--- src/rtl/c17_bist_pkg.sv ---
// Shared types and constants for the c17 BIST sequencer.
package c17_bist_pkg;

   typedef enum logic [1:0] {
      IDLE    = 2'd0,
      APPLY   = 2'd1,
      CAPTURE = 2'd2,
      DONE    = 2'd3
   } bist_state_t;

   // LFSR feedback is pat[4] ^ pat[LFSR_TAP]  (x^5 + x^3 + 1)
   localparam int unsigned LFSR_TAP = 2;

   localparam logic [15:0] MISR_POLY = 16'h1021;

   // Position of each c17 input pin within pat
   localparam int unsigned PAT_G1 = 4;
   localparam int unsigned PAT_G2 = 3;
   localparam int unsigned PAT_G3 = 2;
   localparam int unsigned PAT_G6 = 1;
   localparam int unsigned PAT_G7 = 0;

endpackage

--- src/rtl/c17_bist_misr.sv ---
// 16-bit multiple-input signature register compacting the 2-bit c17 response.
module c17_bist_misr
   import c17_bist_pkg::*;
(
   input  logic        clk,
   input  logic        rst_n,
   input  logic        clr,
   input  logic        en,
   input  logic [1:0]  din,
   output logic [15:0] sig,
   output logic [15:0] sig_nxt
);

   always_comb begin
      sig_nxt = {sig[14:0], 1'b0} ^ (sig[15] ? MISR_POLY : '0) ^ {14'b0, din};
   end

   always_ff @(posedge clk or negedge rst_n) begin
      if (!rst_n)
         sig <= '0;
      else if (clr)
         sig <= '0;
      else if (en)
         sig <= sig_nxt;
   end

endmodule

--- src/rtl/c17_bist_ctrl.sv ---
// BIST sequencer: LFSR pattern source, settle/capture FSM and MISR signature check.
module c17_bist_ctrl
   import c17_bist_pkg::*;
#(
   parameter int unsigned NUM_PATTERNS  = 31,
   parameter int unsigned SETTLE_CYCLES = 1,
   parameter logic [4:0]  LFSR_SEED     = 5'b00001
) (
   input  logic        clk,
   input  logic        rst_n,
   input  logic        start,
   input  logic        abort,
   input  logic [15:0] golden_sig,
   input  logic [1:0]  resp,
   output logic [4:0]  pat,
   output logic        cut_sel,
   output logic        busy,
   output logic        done,
   output logic        pass,
   output logic [15:0] sig
);

   localparam logic [3:0] SETTLE_LAST = 4'(SETTLE_CYCLES - 1);
   localparam logic [7:0] NUM_LAST    = 8'(NUM_PATTERNS);

   bist_state_t state, state_nxt;
   logic [7:0]  pcnt;
   logic [3:0]  scnt;
   logic [15:0] sig_nxt;
   logic        ld, cap, fin, clr_flags;

   always_ff @(posedge clk or negedge rst_n) begin
      if (!rst_n)
         state <= IDLE;
      else
         state <= state_nxt;
   end

   // done/pass are flags rather than state decodes: abort+start in DONE
   // keeps the state but must still drop done.
   always_comb begin
      state_nxt = state;
      ld        = 1'b0;
      cap       = 1'b0;
      fin       = 1'b0;
      clr_flags = 1'b0;
      unique case (state)
         IDLE, DONE: begin
            if (abort) begin
               clr_flags = 1'b1;
            end else if (start) begin
               ld        = 1'b1;
               state_nxt = APPLY;
            end
         end
         APPLY: begin
            if (abort) begin
               clr_flags = 1'b1;
               state_nxt = IDLE;
            end else if (scnt == SETTLE_LAST) begin
               state_nxt = CAPTURE;
            end
         end
         CAPTURE: begin
            if (abort) begin
               clr_flags = 1'b1;
               state_nxt = IDLE;
            end else begin
               cap = 1'b1;
               if (pcnt + 8'd1 == NUM_LAST) begin
                  fin       = 1'b1;
                  state_nxt = DONE;
               end else begin
                  state_nxt = APPLY;
               end
            end
         end
         default: state_nxt = IDLE;
      endcase
   end

   always_ff @(posedge clk or negedge rst_n) begin
      if (!rst_n) begin
         pat  <= LFSR_SEED;
         pcnt <= '0;
         scnt <= '0;
         done <= 1'b0;
         pass <= 1'b0;
      end else begin
         if (ld) begin
            pat  <= LFSR_SEED;
            pcnt <= '0;
            scnt <= '0;
            done <= 1'b0;
            pass <= 1'b0;
         end
         if (clr_flags) begin
            done <= 1'b0;
            pass <= 1'b0;
         end
         if (state == APPLY && !abort)
            scnt <= scnt + 4'd1;
         if (cap) begin
            pat  <= {pat[3:0], pat[4] ^ pat[LFSR_TAP]};
            pcnt <= pcnt + 8'd1;
            scnt <= '0;
         end
         if (fin) begin
            done <= 1'b1;
            pass <= (sig_nxt == golden_sig);
         end
      end
   end

   c17_bist_misr u_misr (
      .clk     (clk),
      .rst_n   (rst_n),
      .clr     (ld),
      .en      (cap),
      .din     (resp),
      .sig     (sig),
      .sig_nxt (sig_nxt)
   );

   always_comb begin
      busy    = (state == APPLY) || (state == CAPTURE);
      cut_sel = busy;
   end

endmodule

--- config.mk ---
export PLATFORM = sky130hd
export DESIGN_NAME = c17_bist_ctrl
export DESIGN_NICKNAME = d
export VERILOG_FILES = /design/src/rtl/c17_bist_pkg.sv /design/src/rtl/c17_bist_misr.sv /design/src/rtl/c17_bist_ctrl.sv
export SDC_FILE = /design/constraint.sdc
export NUM_CORES = 1
export LEC_CHECK = 0
export CORE_MARGIN = 1
export CORE_UTILIZATION = 30
export DETAILED_ROUTE_END_ITERATION = 8
export MAX_ROUTING_LAYER = met4
export PLACE_DENSITY_LB_ADDON = 0.3
export SYNTH_ARGS = -nofsm -noshare
export SYNTH_HDL_FRONTEND = slang
export SYNTH_SLANG_ARGS = --single-unit
--- constraint.sdc ---
create_clock -name clk -period 1.7 [get_ports clk]
set_clock_uncertainty 0.1 [all_clocks]
set_input_delay 0.425 -clock clk [delete_from_list [all_inputs] [get_ports clk]]
set_output_delay 0.425 -clock clk [all_outputs]
set_load 0.02 [all_outputs]
==> flow_summary.yaml, run 1 <==
pwr:
  p_leak_nw: 1.407
  powerDensity_mw_per_mm2: 1188
  switching_share: 0.3509
  pwr-share-clk: 0.218
  power_frac_seq: 0.335
  ir_drop_mv: 0.3978
  p_int_w: 0.002307
  p_sw_w: 0.001247
  combinationalPowerShare: 0.447
detailed_routing:
  drtAntennaViolNets: 0
  avgViaCountPerCell: 4.764
  dr.first_iter.drc_count: 91
  wl_per_cell_um: 13.75
  route.vias.total: 1739
  drc: 2
  drt_pass1_iterations: 6
  routed_wl_mm: 5.020
critical_path:
  worst-setup-path-type: "flip-flop to flip-flop"
  cp.required_ns: 1.78
  reg2reg_depth: 6
  crit_path_start_kind: "flip-flop"
  crit_chain: "ha_4, buf_6, a21oi_2, or2_4, buf_12, a32o_1"
  critPathMaxStageDelay_ns: 0.41
  crit_end: "scnt[3]"
  cp.arrival_ns: 1.77
  cp.depth: 6
  path_max_fanout: 6
  timing.rr.start: "state[1]"
  r2r_setup_slack_ns: 0.008
  slowest_stage: "dfrtp_1"
  worstReg2RegEnd: "scnt[3]"
  end_kind: "flip-flop"
  crit_path_start: "state[1]"
  crit_family: "flip-flops"
  path_buf_inv: 2
sta:
  finalHoldViolations: 0
  worstMarginPinSlew_ns: 0.4834
  fin_ws_ns: 0.008111
  setup_violations: 0
  slew_headroom: 0.6778
  final_max_slew_viol_count: 0
  rsz0062_at_grt: "yes"
  hold_ws_ns: 0.08251
  max_freq_mhz: 591.1
  period_needed_ns: 1.692
  fin_crit_sh: 0.9952
  fin_setup_tns_ns: 0
yosys:
  synth_cell_types: 43
  synth_seq_area_share: 0.4585
  synth_most_common_cell: "dfrtp_1"
  syn_inst: 206
  netlist_area_mm2: 0.002022
  synth_seq_cells: 37
  synth_top_area_cell: "dfrtp_1"
  syn-num-nets: 234
  synth_ff_type: "dfrtp_1"
  async_reset_ff_frac: 1.000
  synth_top_cells_by_area: "dfrtp_1, xnor2_1, nand2_1, a21oi_1, ha_1"
  synth_top_area_frac: 0.4455
  synth_commonest_cells: "dfrtp_1, nand2_1, xnor2_1"
  avgSynthCellArea_um2: 9.815
  ys_warn_count: 0
  synth_edf_count: 0
finish:
  final_util: 0.4658
  nets: 315
  drive_above_1_share: 0.2431
  design_area_mm2: 0.002992
  fill_cells: 624
  diodes: 0
  area_growth_pct: 47.96
clock_network:
  clockBufferDepth: 2
  numCtsBuffers: 5
  htree_levels: 2
  path_clk_slew_ns: 0.08
  cts_tree: "done"
  clock-root-buffer: "clkbuf_8"
  cts_hold_buf: 0
  clk-insertion-delay-late_ns: 0.29
  clkSinkCount: 37
grt:
  grt_pass1_vias: 1659
  grt_max_degree: 38
  grt_usage: 0.1517
  grt_pass1_wl_mm: 8.197
  gr-total-overflow: 0
  antenna_found_initial: 0
status:
  violations: "DRC"
  status: "complete, but fails checks"
place:
  placed_area_mm2: 0.002820
  place_congestion: 0.7502
  numPortBuffers: 46
  pre_cts_slack_ns: -0.2632
  hpwlAfterDp_mm: 3.574
floorplan:
  rows: 29
  start_util: 0.3148
  core_mm2: 0.006422
  die_height_um: 84.10
  die_x_um: 84.10
  die_area_mm2: 0.007072
  io_pins: 47
hold_path:
  hp-class: "primary input to asynchronous set/reset pin"
job:
  drv_cap: 0
==> sequential cells by signal, summed over array words and instances (netlist names) <==
register and cells:
scnt 4, u_misr.sig 16, done 1, pat 5, pass 1, state 2
pcnt 8
==> power by group through the flow <==
stage / combinational, W / sequential (W) / clock [W]
2_1_floorplan: 0.000701 / 0.00133 / 0
6_report: 0.00159 / 0.00119 / 0.000773
5_1_grt: 0.00173 / 0.00122 / 0.000831
4_1_cts: 0.00155 / 0.00119 / 0.000797
3_5_place_dp: 0.00152 / 0.00121 / 0
3_3_place_gp: 0.00150 / 0.00121 / 0
==> per-layer routing <==
metal  global-route usage  share of wire  vias to the layer above
li1                     -              -                      862
met1               0.1989           0.47                      835
met2               0.2452           0.48                       36
met3              0.03066          0.035                        6
met4              0.02821         0.0064                        0
met5                    -              0                        -
==> logic make-up (layout without fill, tap and decap cells) <==
group           count (synthesis)  in the layout  synth area share
simple gates                   72             72            0.1850
fa+ha+maj                       6              6           0.03713
compound gates                 45             45            0.1436
flops                          37             37            0.4585
buf+inv                        18            100           0.04641
mux                             1              1          0.004951
xor+xnor                       27             27            0.1244
==> worst min-delay path by stage <==
stage / startpoint / end / slack, ns / depth (start not counted)
after floorplan: rst_n / done / 0.03 / 0
final: rst_n / pcnt[3] / 0.08 / 2
after CTS: rst_n / pat[1] / 0.1 / 2
after global placement: done / done / 0.38 / 2
after global routing: rst_n / pcnt[3] / 0.12 / 2
after detailed placement: done / done / 0.38 / 2
==> stage by stage <==
step,total power (W),instances
final,0.003554,365
after CTS,0.003539,364
after detailed placement,0.002724,354
after global placement,0.002706,354
after global routing,0.003780,365
after floorplan,0.002027,206
==> final cells by class <==
class                           instances  area [um^2]  share of cell area
Tap cell                               77        96.34             0.03220
Multi-Input combinational cell        151         1037              0.3467
Timing Repair Buffer                   86        797.0              0.2664
Clock inverter                          2        38.79             0.01297
Clock buffer                            6        72.57             0.02426
Inverter                                6        22.52            0.007528
Sequential cell                        37        927.1              0.3099
==> layout by cell type, fill, tap and decap left out, types with 2 or more instances in the layout <==
cell type	synthesis	final
clkdlybuf4s50_1	0	20
and3_1	2	2
buf_12	0	2
nand2_1	35	35
inv_1	6	4
clkbuf_8	0	5
a22o_1	4	4
inv_2	0	2
o21ai_1	3	8
a21oi_1	15	14
and2_1	2	2
nand3_1	4	4
xor2_2	1	2
a21oi_2	1	2
xnor2_1	20	20
dlygate4sd2_1	0	22
nor3_1	3	3
buf_6	2	3
buf_4	1	35
ha_1	6	4
a211oi_1	4	4
nand4_1	4	4
dfrtp_1	36	36
nand2b_1	3	3
a32o_1	2	2
nor2_1	11	11
xor2_1	5	4
o21ai_0	9	4
==> what timing repair did <==
| action | CTS | global route |
|---|---|---|
| cloned | 1 | 1 |
| pin swaps | 3 | 6 |
| setup endpoints to repair | 31 | 21 |
| setup buffers | 1 | 0 |
| resized for setup | 42 | 8 |
(Power assumes the default switching activity.)
==> run 2, diff against run 1 <==
--- a/config.mk
+++ b/config.mk
@@ -7,6 +7,8 @@
 export LEC_CHECK = 0
 export CORE_MARGIN = 1
 export CORE_UTILIZATION = 30
+export CTS_CLUSTER_DIAMETER = 200
+export CTS_CLUSTER_SIZE = 12
 export DETAILED_ROUTE_END_ITERATION = 8
 export MAX_ROUTING_LAYER = met4
 export PLACE_DENSITY_LB_ADDON = 0.3
==> results of run 2 <==
Final layout, timing and power as in run 1 (identical DEF).
==> run 3, diff against run 2 <==
--- a/config.mk
+++ b/config.mk
@@ -10,6 +10,7 @@
 export CTS_CLUSTER_DIAMETER = 200
 export CTS_CLUSTER_SIZE = 12
 export DETAILED_ROUTE_END_ITERATION = 8
+export HOLD_SLACK_MARGIN = 0.03
 export MAX_ROUTING_LAYER = met4
 export PLACE_DENSITY_LB_ADDON = 0.3
 export SYNTH_ARGS = -nofsm -noshare
==> results of run 3 <==
Final layout, timing and power as in run 1 (identical DEF).
